--- src/rtl/data_mem_responder_pkg.sv ---
// Shared register map for data_mem_responder: MMIO offsets, STATUS bit indices and write-permission decode.
// The timer offsets count as writable only when DMR_TIMER_EN is defined.
package data_mem_responder_pkg;

    localparam logic [2:0] OFF_GPIO_OUT   = 3'd0;
    localparam logic [2:0] OFF_GPIO_IN    = 3'd1;
    localparam logic [2:0] OFF_STATUS     = 3'd2;
    localparam logic [2:0] OFF_IRQ_EN     = 3'd3;
    localparam logic [2:0] OFF_TMR_CTRL   = 3'd4;
    localparam logic [2:0] OFF_TMR_CNT    = 3'd5;
    localparam logic [2:0] OFF_TMR_RELOAD = 3'd6;

    localparam int STAT_WR_FAULT = 0;
    localparam int STAT_TMR_OVF  = 1;

    function automatic logic reg_writable(input logic [2:0] off);
        case (off)
            OFF_GPIO_OUT, OFF_STATUS, OFF_IRQ_EN: return 1'b1;
`ifdef DMR_TIMER_EN
            OFF_TMR_CTRL, OFF_TMR_RELOAD:        return 1'b1;
`endif
            default:                             return 1'b0;
        endcase
    endfunction

endpackage

--- src/rtl/dmr_timer.sv ---
// Free-running up-counter for data_mem_responder; reloads and pulses ovf_pulse when it wraps past all-ones.
// Only compiled when DMR_TIMER_EN is defined.
`ifdef DMR_TIMER_EN
module dmr_timer #(
    parameter int WIDTH = 8
) (
    input  logic             clk,
    input  logic             arst,
    input  logic             en,
    input  logic [WIDTH-1:0] reload,
    output logic [WIDTH-1:0] cnt,
    output logic             ovf_pulse
);

    // Pulse is combinational so STATUS captures it on the same edge the reload lands.
    assign ovf_pulse = en && (cnt == '1);

    always_ff @(posedge clk) begin
        if (arst) begin
            cnt <= '0;
        end else if (ovf_pulse) begin
            cnt <= reload;
        end else if (en) begin
            cnt <= cnt + WIDTH'(1);
        end
    end

endmodule
`endif

--- src/rtl/data_mem_responder.sv ---
// Zero-wait-state data memory with GPIO, sticky STATUS/IRQ and an optional timer in the top MMIO block.
// Define DMR_TIMER_EN to build the timer; otherwise offsets +4..+6 are reserved.
module data_mem_responder
    import data_mem_responder_pkg::*;
#(
    parameter int                    ADDR_WIDTH = 8,
    parameter int                    DATA_WIDTH = 8,
    parameter logic [ADDR_WIDTH-1:0] MMIO_BASE  = 8'hF8
) (
    input  logic                  clk,
    input  logic                  arst,
    input  logic [ADDR_WIDTH-1:0] mem_addr,
    input  logic [DATA_WIDTH-1:0] mem_wdata,
    input  logic                  mem_WE,
    output logic [DATA_WIDTH-1:0] mem_rdata,
    input  logic [DATA_WIDTH-1:0] gpio_in,
    output logic [DATA_WIDTH-1:0] gpio_out,
    output logic                  irq
);

    logic [DATA_WIDTH-1:0] ram [0:int'(MMIO_BASE)-1];

    logic                  is_ram;
    logic [ADDR_WIDTH-1:0] off_full;
    logic                  reg_hit;
    logic [2:0]            off;
    logic                  wr_reg;
    logic                  bad_wr;

    logic [DATA_WIDTH-1:0] gpio_meta;
    logic [DATA_WIDTH-1:0] gpio_sync;
    logic [1:0]            status;
    logic [1:0]            status_set;
    logic [1:0]            status_clr;
    logic [1:0]            irq_en;

    logic                  tmr_en;
    logic [DATA_WIDTH-1:0] tmr_reload;
    logic [DATA_WIDTH-1:0] tmr_cnt;
    logic                  tmr_ovf;

    assign is_ram   = (mem_addr < MMIO_BASE);
    assign off_full = mem_addr - MMIO_BASE;
    assign reg_hit  = !is_ram && ((off_full >> 3) == '0);
    assign off      = off_full[2:0];
    assign wr_reg   = mem_WE && reg_hit;
    // Anything in the MMIO window that is not a writable register is a faulting write.
    assign bad_wr   = mem_WE && !is_ram && !(reg_hit && reg_writable(off));

    always_ff @(posedge clk) begin
        if (!arst && mem_WE && is_ram) begin
            ram[mem_addr] <= mem_wdata;
        end
    end

    always_comb begin
        mem_rdata = '0;
        if (is_ram) begin
            mem_rdata = ram[mem_addr];
        end else if (reg_hit) begin
            case (off)
                OFF_GPIO_OUT:   mem_rdata = gpio_out;
                OFF_GPIO_IN:    mem_rdata = gpio_sync;
                OFF_STATUS:     mem_rdata = {{(DATA_WIDTH-2){1'b0}}, status};
                OFF_IRQ_EN:     mem_rdata = {{(DATA_WIDTH-2){1'b0}}, irq_en};
                OFF_TMR_CTRL:   mem_rdata = {{(DATA_WIDTH-1){1'b0}}, tmr_en};
                OFF_TMR_CNT:    mem_rdata = tmr_cnt;
                OFF_TMR_RELOAD: mem_rdata = tmr_reload;
                default:        mem_rdata = '0;
            endcase
        end
    end

    always_ff @(posedge clk) begin
        if (arst) begin
            gpio_meta <= '0;
            gpio_sync <= '0;
        end else begin
            gpio_meta <= gpio_in;
            gpio_sync <= gpio_meta;
        end
    end

    always_ff @(posedge clk) begin
        if (arst) begin
            gpio_out <= '0;
            irq_en   <= '0;
        end else begin
            if (wr_reg && off == OFF_GPIO_OUT) gpio_out <= mem_wdata;
            if (wr_reg && off == OFF_IRQ_EN)   irq_en   <= mem_wdata[1:0];
        end
    end

    always_comb begin
        status_set                = '0;
        status_set[STAT_WR_FAULT] = bad_wr;
        status_set[STAT_TMR_OVF]  = tmr_ovf;
        status_clr                = '0;
        if (wr_reg && off == OFF_STATUS) status_clr = mem_wdata[1:0];
    end

    // Set is OR-ed in after the clear so a simultaneous hardware event wins.
    always_ff @(posedge clk) begin
        if (arst) begin
            status <= '0;
            irq    <= 1'b0;
        end else begin
            status <= (status & ~status_clr) | status_set;
            irq    <= |(status & irq_en);
        end
    end

`ifdef DMR_TIMER_EN
    always_ff @(posedge clk) begin
        if (arst) begin
            tmr_en     <= 1'b0;
            tmr_reload <= '0;
        end else begin
            if (wr_reg && off == OFF_TMR_CTRL)   tmr_en     <= mem_wdata[0];
            if (wr_reg && off == OFF_TMR_RELOAD) tmr_reload <= mem_wdata;
        end
    end

    dmr_timer #(
        .WIDTH (DATA_WIDTH)
    ) u_timer (
        .clk       (clk),
        .arst      (arst),
        .en        (tmr_en),
        .reload    (tmr_reload),
        .cnt       (tmr_cnt),
        .ovf_pulse (tmr_ovf)
    );
`else
    assign tmr_en     = 1'b0;
    assign tmr_reload = '0;
    assign tmr_cnt    = '0;
    assign tmr_ovf    = 1'b0;
`endif

endmodule

--- config.mk ---
export PLATFORM = sky130hd
export DESIGN_NAME = data_mem_responder
export DESIGN_NICKNAME = d
export VERILOG_FILES = /design/src/rtl/data_mem_responder_pkg.sv /design/src/rtl/dmr_timer.sv /design/src/rtl/data_mem_responder.sv
export SDC_FILE = /design/constraint.sdc
export NUM_CORES = 2
export LEC_CHECK = 0
export ABC_AREA = 1
export CAP_MARGIN = 5
export CORE_ASPECT_RATIO = 0.7
export CORE_MARGIN = 2
export CORE_UTILIZATION = 55
export DETAILED_ROUTE_END_ITERATION = 6
export GPL_TIMING_DRIVEN = 0
export PLACE_DENSITY = 0.71
export SYNTH_ARGS = -nofsm -noshare
export SYNTH_HDL_FRONTEND = slang
export SYNTH_HIERARCHICAL = 1
export SYNTH_SLANG_ARGS = --single-unit
export TNS_END_PERCENT = 10
--- constraint.sdc ---
create_clock -name clk -period 3.14 [get_ports clk]
set_clock_uncertainty 0.1 [all_clocks]
set_input_delay 0.785 -clock clk [delete_from_list [all_inputs] [get_ports clk]]
set_output_delay 0.785 -clock clk [all_outputs]
set_load 0.01 [all_outputs]
==> flow_summary.json <==
{
  "final_common_cell": "nand2_1",
  "drt_iter0_markers": 10400,
  "async_flop_share": 0,
  "clockBufferDepth": 3,
  "slew_headroom": 0.108,
  "finalNonFillerCells": 10500,
  "netlist_area_um2": 83800,
  "period_share": 1.33,
  "final_net_count": 8421,
  "synth-edff-count": 1984,
  "synth_top_area_frac": 0.711,
  "crit_chain": "dlygate4sd2_1, nor2_2, inv_1, clkbuf_2, nor2_1, nor2_2, nand2_1, nand2_2, nand2_4, o21ai_4, nand2_1, buf_2",
  "crit_family": "buffers and inverters",
  "insertion_delay_ps": 850,
  "synth-main-ff-cell": "edfxtp_1",
  "end_kind": "output pin",
  "ys_warn_count": 6,
  "syn2layout_area_growth_pct": 15.1,
  "grt_overflow": 0,
  "synth_largest_area_cell": "edfxtp_1",
  "drv_cap": 0,
  "ios": 44,
  "path_max_fanout": 10,
  "vias": 60800,
  "worst-path-buf-inv": 4,
  "leakage_nw": 38.6,
  "h-tree-depth": 4,
  "io_buffers": 39,
  "ys_seq_elements": 2013,
  "final_cell_mix": "4685 x nand2_1, 1984 x edfxtp_1, 391 x nor2_1, 193 x clkbuf_16, 131 x nor2_2",
  "holdWs_ps": 155,
  "fp-row-count": 119,
  "status": "complete, but fails checks",
  "tns_ps": -229650,
  "wl_per_cell_um": 25.2,
  "vias_per_cell": 5.77,
  "die-area_um2": 155000,
  "cts_tree": "yes",
  "die_h_um": 331,
  "drive_gt1_frac": 0.127,
  "avgSynthCellArea_um2": 10.3,
  "power_density_nw_per_um2": 582,
  "syn_inst": 8123,
  "synth.yosys.seq_area_share": 0.718,
  "ys_top_cells_by_area": "edfxtp_1 71%, nand2_1 22%, nor2_1 2.8%",
  "clk_pin_slew_ps": 60,
  "drcViolationCount": 0,
  "hold_viol": 0,
  "final-seq-area_um2": 60200,
  "grt_max_degree": 126,
  "crit_type": "primary input to output pin",
  "yosys.cell_types.count": 28,
  "syn-num-nets": 8150,
  "grt_util_all_layers": 0.339,
  "antenna_left": 0,
  "final-setup-viol-count": 1282,
  "grt_pass1_wl_um": 376000,
  "critPathArrivalTime_ps": 3300,
  "violations": "setup timing",
  "dieWidth_um": 470,
  "dr.pass1.iters": 6,
  "multi_input_area_um2": 23200,
  "cp_slowest_stage_delay_ps": 420,
  "finalWeightedCongestion": 1.01,
  "critical_path_required_ps": 2250,
  "period_minus_slack_ps": 4190,
  "initial_core_util": 0.555,
  "rsz0062_at_grt": "true",
  "clock_sinks": 2013,
  "n_fill_cell": 11500,
  "dp.cells": 10200,
  "cts_buffers": 185,
  "irDropWorstVdd_mv": 0.653,
  "hold_path_class": "primary input to flop",
  "slew_violations": 0,
  "fmax_mhz": 239,
  "critPathLaunchType": "primary input",
  "core-area_um2": 151000,
  "antenna_found_initial": 15,
  "crit_slowest_cell": "clkbuf_2",
  "worst_slew_pin_slew_ps": 1330,
  "grt_pass1_vias": 54900,
  "setup_slack_ps": -1050,
  "root_buffer": "clkbuf_16",
  "routed_wl_um": 266000,
  "dp_hpwl_um": 179000
}
[stage by stage]
| step | area (µm²) | setup slack (ps) | util | power (W) |
|---|---|---|---|---|
| CTS | 95400 | -862 | 0.633 | 0.0557 |
| detailed placement | 87300 | -3280 | 0.579 | 0.0339 |
| global placement | 86700 | -7860 | 0.574 | 0.0341 |
| finish | 96400 | -1050 | 0.639 | 0.0561 |
| floorplan | 83800 | 17.9 | - | 0.0319 |
| global route | 96400 | -1040 | 0.639 | 0.0572 |
[sequential cells by signal (all words and copies together) (netlist names)]
register,flops
gpio_meta,8
gpio_out,8
gpio_sync,8
irq,1
irq_en,2
ram,1984
status,2
[worst reg2reg max path, stage by stage (launching register included)]
cell	delay (ps)
dfxtp_1	360
nand2_1	60
a21oi_1	250
[cell families after synthesis]
logic type             count (synthesis)  share of synthesized area
AOI/OAI and AO/OA                     59                    0.00405
buffers and inverters                463                     0.0240
DFF                                 2013                      0.718
and+or+nand+nor                     5588                      0.254
[area by class of cell]
type | instances | area share
Antenna cell | 9 | 0.000234
Tap cell | 1996 | 0.0259
Timing Repair Buffer | 86 | 0.0138
Clock buffer | 231 | 0.0513
Clock inverter | 95 | 0.00854
Buffer | 418 | 0.0336
Inverter | 43 | 0.00191
Multi-Input combinational cell | 5647 | 0.241
Sequential cell | 2013 | 0.624
[what timing repair did]
item                        CTS  global route
hold buffers                  0             0
pin swaps                    74            69
resized for setup           770           382
cloned                        3             1
buffers inserted             16             2
setup endpoints to repair  1992          1782
[where the power goes]
group | switching, W | internal [W] | leakage [nW] | total, W
registers | 0.0000103 | 0.0295 | 18.1 | 0.0295
clock network | 0.0100 | 0.0121 | 2.83 | 0.0222
logic | 0.00327 | 0.00114 | 17.7 | 0.00441
total | 0.0133 | 0.0428 | 38.6 | 0.0561
[layer usage]
layer | vias up | global-route usage | part of all wire
met5 | - | 0 | 0
met4 | 0 | 0.112 | 0.031
met3 | 439 | 0.118 | 0.17
met2 | 4190 | 0.458 | 0.40
met1 | 29100 | 0.512 | 0.40
li1 | 27000 | - | -
[Yosys cell counts, drive strengths merged (2+ instances only)]
library cell	n
nand2	4802
nor2	622
dfxtp	29
a32o	6
edfxtp	1984
clkbuf	196
inv	42
a21oi	19
nand3	143
nor3	2
nand4	16
nand3b	2
o21ai	28
a22oi	4
buf	224
[path summary, 6_finish.rpt]
kind | startpoint | endpoint | slack (ps) | cells after the start
worst max-delay path | mem_addr[4] | mem_rdata[7] | -1050 | 12
worst min-delay path | mem_wdata[2] | ram[171][2] | 160 | 1
worst max register to register | irq_en[1] | irq | 2270 | 2
worst min register to register | gpio_meta[2] | gpio_sync[2] | 310 | 2
Power figures use the tool's default switching activity.
